<file path="src/rtl/relu_stream_ctrl.sv">
// rtl/relu_stream_ctrl.sv - sequences vector reads through a WIDTH-lane ReLU unit into a destination buffer
// One vector per enabled cycle; a valid/mask/address pipeline tracks each vector until its write.
module relu_stream_ctrl #(
  parameter int WIDTH    = 8,
  parameter int ADDR_W   = 16,
  parameter int CNT_W    = 20,
  parameter int RELU_LAT = 1
) (
  input  logic                  clk,
  input  logic                  reset_n,
  input  logic                  clk_en,
  input  logic                  start,
  input  logic [CNT_W-1:0]      num_elems,
  input  logic [ADDR_W-1:0]     src_base,
  input  logic [ADDR_W-1:0]     dst_base,
  output logic                  busy,
  output logic                  done,
  output logic                  rd_en,
  output logic [ADDR_W-1:0]     rd_addr,
  input  logic [WIDTH*32-1:0]   rd_data,
  output logic [WIDTH*32-1:0]   relu_in_data,
  input  logic [WIDTH*32-1:0]   relu_out_data,
  output logic                  wr_en,
  output logic [ADDR_W-1:0]     wr_addr,
  output logic [WIDTH*32-1:0]   wr_data,
  output logic [WIDTH-1:0]      wr_mask
);

  // Stage 0 lines up with rd_data; stage RELU_LAT lines up with relu_out_data one cycle before the write.
  localparam int DEPTH = RELU_LAT + 1;

  typedef enum logic [1:0] {IDLE, ISSUE, DRAIN, FIN} state_t;

  state_t              state;
  logic [1:0]          rst_sync;
  logic                rst_n;
  logic [CNT_W:0]      nv_q;
  logic [CNT_W:0]      v_q;
  logic [WIDTH-1:0]    last_mask_q;
  logic [ADDR_W-1:0]   dst_ptr;
  logic [DEPTH-1:0]    pv;
  logic [WIDTH-1:0]    pm [DEPTH];
  logic [ADDR_W-1:0]   pa [DEPTH];

  logic [CNT_W:0]      nv_calc;
  logic [CNT_W-1:0]    rem_calc;
  logic [WIDTH-1:0]    last_mask_calc;
  logic                is_last;
  logic [WIDTH-1:0]    cur_mask;
  logic [WIDTH*32-1:0] in_masked;

  // Reset asserts asynchronously but releases two clocks later, aligned to clk.
  always_ff @(posedge clk or negedge reset_n) begin
    if (!reset_n) begin
      rst_sync <= 2'b00;
    end else begin
      rst_sync <= {rst_sync[0], 1'b1};
    end
  end

  assign rst_n = rst_sync[1];

  always_comb begin
    nv_calc  = ({1'b0, num_elems} + (CNT_W+1)'(WIDTH - 1)) / (CNT_W+1)'(WIDTH);
    rem_calc = num_elems % CNT_W'(WIDTH);
    last_mask_calc = '0;
    for (int k = 0; k < WIDTH; k++) begin
      last_mask_calc[k] = (rem_calc == '0) || (CNT_W'(k) < rem_calc);
    end
  end

  always_comb begin
    is_last  = ((v_q + (CNT_W+1)'(1)) == nv_q);
    cur_mask = is_last ? last_mask_q : '1;
  end

  // Lanes beyond the tensor end are forced to zero before they reach the ReLU unit.
  always_comb begin
    in_masked = '0;
    for (int k = 0; k < WIDTH; k++) begin
      in_masked[32*k +: 32] = pm[0][k] ? rd_data[32*k +: 32] : 32'h0;
    end
  end

  assign wr_data = relu_out_data;

  always_ff @(posedge clk or negedge rst_n) begin
    if (!rst_n) begin
      state        <= IDLE;
      busy         <= 1'b0;
      done         <= 1'b0;
      rd_en        <= 1'b0;
      rd_addr      <= '0;
      wr_en        <= 1'b0;
      wr_addr      <= '0;
      wr_mask      <= '0;
      relu_in_data <= '0;
      nv_q         <= '0;
      v_q          <= '0;
      last_mask_q  <= '0;
      dst_ptr      <= '0;
      pv           <= '0;
      for (int i = 0; i < DEPTH; i++) begin
        pm[i] <= '0;
        pa[i] <= '0;
      end
    end else if (clk_en) begin
      pv[0] <= rd_en;
      pm[0] <= cur_mask;
      pa[0] <= dst_ptr;
      for (int i = 1; i < DEPTH; i++) begin
        pv[i] <= pv[i-1];
        pm[i] <= pm[i-1];
        pa[i] <= pa[i-1];
      end

      if (pv[0]) begin
        relu_in_data <= in_masked;
      end

      wr_en   <= pv[DEPTH-1];
      wr_mask <= pv[DEPTH-1] ? pm[DEPTH-1] : '0;
      if (pv[DEPTH-1]) begin
        wr_addr <= pa[DEPTH-1];
      end

      case (state)
        IDLE: begin
          if (start) begin
            if (num_elems != '0) begin
              nv_q        <= nv_calc;
              last_mask_q <= last_mask_calc;
              v_q         <= '0;
              rd_addr     <= src_base;
              dst_ptr     <= dst_base;
              rd_en       <= 1'b1;
              busy        <= 1'b1;
              state       <= ISSUE;
            end else begin
              done  <= 1'b1;
              state <= FIN;
            end
          end
        end
        ISSUE: begin
          if (is_last) begin
            rd_en <= 1'b0;
            state <= DRAIN;
          end else begin
            v_q     <= v_q + (CNT_W+1)'(1);
            rd_addr <= rd_addr + ADDR_W'(1);
            dst_ptr <= dst_ptr + ADDR_W'(1);
          end
        end
        DRAIN: begin
          // Empty pipeline here means the final write is on the bus this cycle.
          if (pv == '0) begin
            busy  <= 1'b0;
            done  <= 1'b1;
            state <= FIN;
          end
        end
        FIN: begin
          done  <= 1'b0;
          state <= IDLE;
        end
        default: state <= IDLE;
      endcase
    end
  end

endmodule

</file>
<file path="config.mk">
export PLATFORM = sky130hd
export DESIGN_NAME = relu_stream_ctrl
export DESIGN_NICKNAME = d
export VERILOG_FILES = /design/src/rtl/relu_stream_ctrl.sv
export SDC_FILE = /design/constraint.sdc
export NUM_CORES = 1
export LEC_CHECK = 0
export CORE_AREA = 2 2 438 440
export CTS_BUF_LIST = sky130_fd_sc_hd__clkbuf_4
export DETAILED_ROUTE_END_ITERATION = 16
export DIE_AREA = 0 0 440 442
export MAX_ROUTING_LAYER = met4
export PLACE_DENSITY_LB_ADDON = 0.12
export SLEW_MARGIN = 20
export SYNTH_ARGS = -nofsm -noshare
export SYNTH_HDL_FRONTEND = slang
export SYNTH_SLANG_ARGS = --single-unit
</file>
<file path="constraint.sdc">
create_clock -name clk -period 14.9 [get_ports clk]
set_input_delay 2.98 -clock clk [delete_from_list [all_inputs] [get_ports clk]]
set_output_delay 2.98 -clock clk [all_outputs]
set_load 0.02 [all_outputs]
</file>
==> results.yml, run 1 <==
clock_network:
  postCtsHoldBufs: 0
  numClockSinks: 417
  cts_buffers: 150
  cts_resized: 0
  clkLatencyLatePin_ns: 1.15
  clk_pin_slew_ns: 0.06
  cts_tree: "built"
  htree_levels: 4
  cts_buffer_depth: 3
  cts.root.buffer_cell: "clkbuf_4"
  post_cts_buffers: 0
route:
  totalWireLength_um: 99200
  vias: 17100
  drt_iter0_drc: 676
  vias_per_cell: 3.26
  wire_per_inst_um: 18.9
  ant_nets: 0
  drc: 0
  dr.pass1.iters: 5
logic_synthesis:
  synth_fp_nets: 2816
  synthFlopType: "dfrtp_1"
  yosys_warnings: 0
  synthDistinctLibCells: 76
  yosysTopAreaCellShare_pct: 50.8
  ys_seq_elements: 417
  synthArstFlopShare_pct: 100
  synthMostInstantiatedCell: "nand2_1"
  synthTopCellsByCount: "594 x nand2_1, 417 x dfrtp_1, 298 x o21ai_0"
  syn_inst: 2240
  synthTopCellsByArea: "dfrtp_1 51%, nand2_1 11%, buf_4 9.7%"
  yosysTopAreaCell: "dfrtp_1"
  seq_area_frac_synth_pct: 50.8
  synth-edff-count: 0
  syn_area_per_cell_um2: 9.16
  synth_area_mm2: 0.0205
global_route:
  grt_max_degree: 226
  grt_pass1_wl_um: 140000
  grt_pass1_vias: 18000
  grt_usage_pct: 10.3
  antenna_found_initial: 16
  grt_overflow: 0
final_layout:
  drive_above_1_share_pct: 12.6
  area_growth_syn_to_layout_pct: 43.5
  fin_area_mm2: 0.0295
  fill_cells: 21500
  nets: 3197
die:
  die_height_um: 442
  start_util_pct: 10.8
  die_w_um: 440
  ioPinCount: 1124
  coreArea_mm2: 0.190
  fp.dieArea_mm2: 0.194
  rows: 160
sta:
  setup_tns_ns: 0
  finalMaxSlewViolations: 0
  tightestPinTransition_ns: 1.05
  finClkSkew_ns: 0.0899
  relSlewSlack_pct: 29.8
  min_period_ns: 5.97
  rsz0062_at_grt: "no"
  finalSetupViolations: 0
  max_clock_freq_ghz: 0.167
  finalCritPeriodShare_pct: 40.1
  finalHoldViolCount: 0
placed_design:
  gp_congestion: 0.725
  placed_cell_area_mm2: 0.0275
  dp.final_hpwl_um: 70900
  port_buffers: 611
job:
  drv_cap: 0
setup_path:
  crit_arrival_ns: 2.99
  path_class: "in2out"
  required_ns: 11.92
  crit_path_max_fanout: 1
  crit_start: "relu_out_data[64]"
  crit_path_start_kind: "primary input"
  end_kind: "primary output"
  ff2ff_path_depth: 9
  rrSetupSlack_ns: 10.74
  worstReg2RegStart: "v_q[0]"
  r2r_end: "v_q[13]"
pwr:
  peakVddDrop_v: 0.0000722
  p_per_area_mw_per_mm2: 188
  leakagePower_nw: 12.1
worst_hold_path:
  hp-class: "reg2async"
status:
  outcome: "completed"
worst reg2reg max path, delay by kind of cell, from the launching register on:
family                     cells  cell delay, ns
and+or+nand+nor                4            1.78
adders and majority gates      1            0.37
AOI/OAI and AO/OA              3            1.01
DFF                            1            0.51
buffers and inverters          1            0.40
kinds of logic after synthesis:
family,after synthesis,synth area share [%]
AOI/OAI and AO/OA,448,12.9
DFF,417,50.8
other,1,0.0183
adders and majority gates,8,0.488
and+or+nand+nor,830,17.6
muxes,66,3.58
xor gates and xnor gates,37,1.65
buffers and inverters,433,12.9
cells in the final DEF, fill, tap and decap left out, types with 22 or more instances in the layout:
cell type        Yosys  routed
nand2_1            594     593
clkbuf_4             0     218
inv_1               27      26
a21oi_1             31      31
nor2_1              49      49
and3_1              32      32
nand3_1             33      33
dfrtp_1            417     415
o22ai_1             22      22
o21ai_0            298     298
clkdlybuf4s50_1      0     610
mux2_2              60      60
nor3_1              25      25
nand4_1             24      24
metrics by stage:
stage	setup slack, ns	std cells	hold WS (ns)	utilization (%)	power [mW]
CTS	8.93	5229	0.356	15.5	5.76
detailed placement	8.10	4980	0.343	14.5	4.28
global placement	8.04	4980	0.332	14.5	4.30
finish	8.93	5248	0.351	15.5	5.55
global route	8.93	5245	0.359	15.5	6.00
floorplan	2.42	2240	0.331	-	3.13
how the worst max path moves through the flow:
| stage | to | slack, ns | cells after the start |
|---|---|---|---|
| global placement | rd_addr[4] | 8.04 | 9 |
| CTS | wr_data[64] | 8.93 | 0 |
| floorplan | busy | 2.42 | 0 |
| finish | wr_data[64] | 8.93 | 0 |
| global route | wr_data[64] | 8.93 | 0 |
| detailed placement | rd_addr[5] | 8.10 | 9 |
flip-flops by register name (all words and copies together), names as in the netlist, 8 cells and up:
signal / count
relu_in_data: 256
pa: 32
v_q: 21
nv_q: 18
dst_ptr: 16
pm: 16
rd_addr: 16
wr_addr: 16
last_mask_q: 8
wr_mask: 8
cell type report:
type | count | area, um2 | area share (%)
sequential | 417 | 10400 | 35.4
multi-input combinational | 1390 | 7490 | 25.4
clock buffer | 218 | 1640 | 5.55
clock inverter | 31 | 263 | 0.892
inverter | 27 | 101 | 0.344
tap | 2511 | 3140 | 10.7
timing repair buffer | 635 | 6340 | 21.5
antenna | 19 | 47.5 | 0.161
where the power goes:
part | total (mW) | internal, mW | switching [mW]
logic | 2.25 | 0.976 | 1.28
registers | 1.93 | 1.58 | 0.348
clock network | 1.36 | 0.733 | 0.630
layer usage:
| metal | global-route usage, % | vias to the layer above | routed length (um) |
|---|---|---|---|
| li1 | - | 8206 | - |
| met3 | 4.76 | 206 | 9050 |
| met2 | 16.2 | 643 | 46500 |
| met1 | 11.7 | 8074 | 41300 |
| met4 | 3.18 | 0 | 2350 |
| met5 | - | - | 0 |
No activity file was read; power rests on OpenSTA's default activity.
==> run 2: changes to the inputs <==
- CORE_AREA: 2 2 438 440 -> 2 2 442 444
- DIE_AREA: 0 0 440 442 -> 0 0 444 446
- clock period: 14.9 -> 5.2 ns (I/O delays scaled with it)
==> results.yml, run 2 (same netlist as run 1, synthesis figures left out) <==
final_layout:
  drive_above_1_share_pct: 13.3
  final_common_cell: "clkdlybuf4s50_1"
  top_regs: "relu_in_data (256), pa (32), v_q (21)"
  largest_register: "relu_in_data"
  area_growth_syn_to_layout_pct: 44.6
  instances_no_fill: 5286
  largest_reg_flops: 256
  layout_common_cells: "610 x clkdlybuf4s50_1, 593 x nand2_1, 414 x dfrtp_1"
  nets: 3214
  fin_area_mm2: 0.0297
clock_network:
  cts_buffers: 150
  cts_resized: 0
  cts_tree: "built"
  clk_pin_slew_ns: 0.06
  numClockSinks: 417
  htree_levels: 4
  clkLatencyLatePin_ns: 1.14
  cts.root.buffer_cell: "clkbuf_4"
  cts_buffer_depth: 3
  post_cts_buffers: 0
die:
  ioPinCount: 1124
  fp.dieArea_mm2: 0.198
  start_util_pct: 10.6
  die_height_um: 446
  coreArea_mm2: 0.194
  rows: 162
  die_w_um: 444
global_route:
  grt_max_degree: 116
  antenna_found_initial: 17
  grt_pass1_wl_um: 139000
  grt_overflow: 0
  grt_pass1_vias: 17900
  grt_usage_pct: 10.1
pwr:
  p_per_area_mw_per_mm2: 540
  leakagePower_nw: 12.2
  peakVddDrop_v: 0.000173
route:
  drt_iter0_drc: 699
  vias: 17300
  wire_per_inst_um: 18.7
  dr.pass1.iters: 5
  totalWireLength_um: 99000
  drc: 0
  vias_per_cell: 3.27
  ant_nets: 0
setup_path:
  cp_slowest_stage_delay_ns: 0.60
  crit_path_start_kind: "register"
  crit_arrival_ns: 4.64
  critPathTopFamily: "simple AND/OR/NAND/NOR gates"
  end_kind: "register"
  crit_path_max_fanout: 9
  worstReg2RegStart: "v_q[4]"
  path_class: "reg2reg"
  worstPathCellList: "and4_1, nand4_1, nor4b_2, o32ai_2, nor4_4, nand2_1, nand2_1, o311ai_0"
  critPathSlowestCell: "and4_1"
  required_ns: 6.11
  path_common_cell: "nand2_1"
  crit_start: "v_q[4]"
  critPathBufInv: 0
sta:
  max_clock_freq_ghz: 0.268
  setup_tns_ns: 0
  relSlewSlack_pct: 32.8
  finalSetupViolations: 0
  tightestPinTransition_ns: 1.01
  finalMaxSlewViolations: 0
  finalHoldViolCount: 0
  finClkSkew_ns: 0.0942
  rsz0062_at_grt: "no"
  min_period_ns: 3.73
  finalCritPeriodShare_pct: 71.7
job:
  drv_cap: 0
worst_hold_path:
  hp-class: "reg2async"
placed_design:
  placed_cell_area_mm2: 0.0278
  gp_congestion: 0.724
  dp_cells: 5027
  port_buffers: 611
  dp.final_hpwl_um: 72400
status:
  outcome: "completed"
-- run 2: changes by cell type in the layout (fill, tap and decap cells not counted) --
| cell | before | now |
|---|---|---|
| inv_6 | 2 | 3 |
| dfrtp_2 | 1 | 2 |
| inv_2 | 1 | 0 |
| dfrtp_1 | 415 | 414 |
| diode_2 | 19 | 14 |
| clkinv_4 | 4 | 3 |
| buf_12 | 4 | 10 |
| buf_4 | 21 | 31 |
| clkbuf_4 | 218 | 221 |
| clkinv_1 | 18 | 11 |
| dlygate4sd3_1 | 0 | 1 |
-- run 2: metrics by stage --
| step | util, % | total power, mW | hold slack (ns) | worst slack (ns) |
|---|---|---|---|---|
| final | 15.3 | 16.0 | 0.308 | 1.47 |
| after global routing | 15.3 | 17.3 | 0.236 | 1.11 |
| after CTS | 15.3 | 16.6 | 0.153 | 1.39 |
| after detailed placement | 14.3 | 12.4 | 0.339 | 0.733 |
| after global placement | 14.3 | 12.4 | 0.336 | 0.643 |
| after floorplan | - | 8.96 | 0.331 | 1.11 |
-- run 2: metal layers --
layer	GRT usage (%)	up-vias	share of wire [%]
li1	-	8226	-
met5	-	-	0
met4	3.74	0	2.9
met1	11.8	8132	43
met2	15.2	728	46
met3	4.48	225	8.8
-- run 2: repair_timing --
| action | 4_1_cts | 5_1_grt |
|---|---|---|
| hold buffers | 1 | 0 |
| endpoints found under the setup margin | 0 | 0 |
| hold endpoints to repair | 2 | 0 |
-- run 2: path summary, 6_finish.rpt --
check	to	slack, ns	cells past startpoint
min	dst_ptr[12]	0.31	0
max reg2reg	v_q[6]	1.47	8
max	v_q[6]	1.47	8
min reg2reg	dst_ptr[12]	0.31	0
min in group clk	rst_sync[1]	0.35	0
max in group asynchronous	v_q[18]	3.63	3
-- run 2: worst register-to-register path, stage by stage (launching register included) --
cell	delay, ns
dfrtp_1	0.59
and4_1	0.60
nand4_1	0.27
nor4b_2	0.42
o32ai_2	0.22
nor4_4	0.57
nand2_1	0.40
nand2_1	0.30
o311ai_0	0.17
-- run 2: final cells by class --
class,count,area [um2]
Tap cell,2542,3180
Timing Repair Buffer,652,6550
Clock buffer,221,1660
Inverter,27,101
Antenna cell,14,35.0
Clock inverter,23,233
Fill cell,21900,164000
Sequential cell,417,10400
Multi-Input combinational cell,1390,7490
-- run 2: report_power, final --
| group | total (mW) | switching (mW) | internal [mW] |
|---|---|---|---|
| sequential | 5.56 | 1.03 | 4.53 |
| combinational | 6.57 | 3.71 | 2.86 |
| clock | 3.90 | 1.78 | 2.12 |
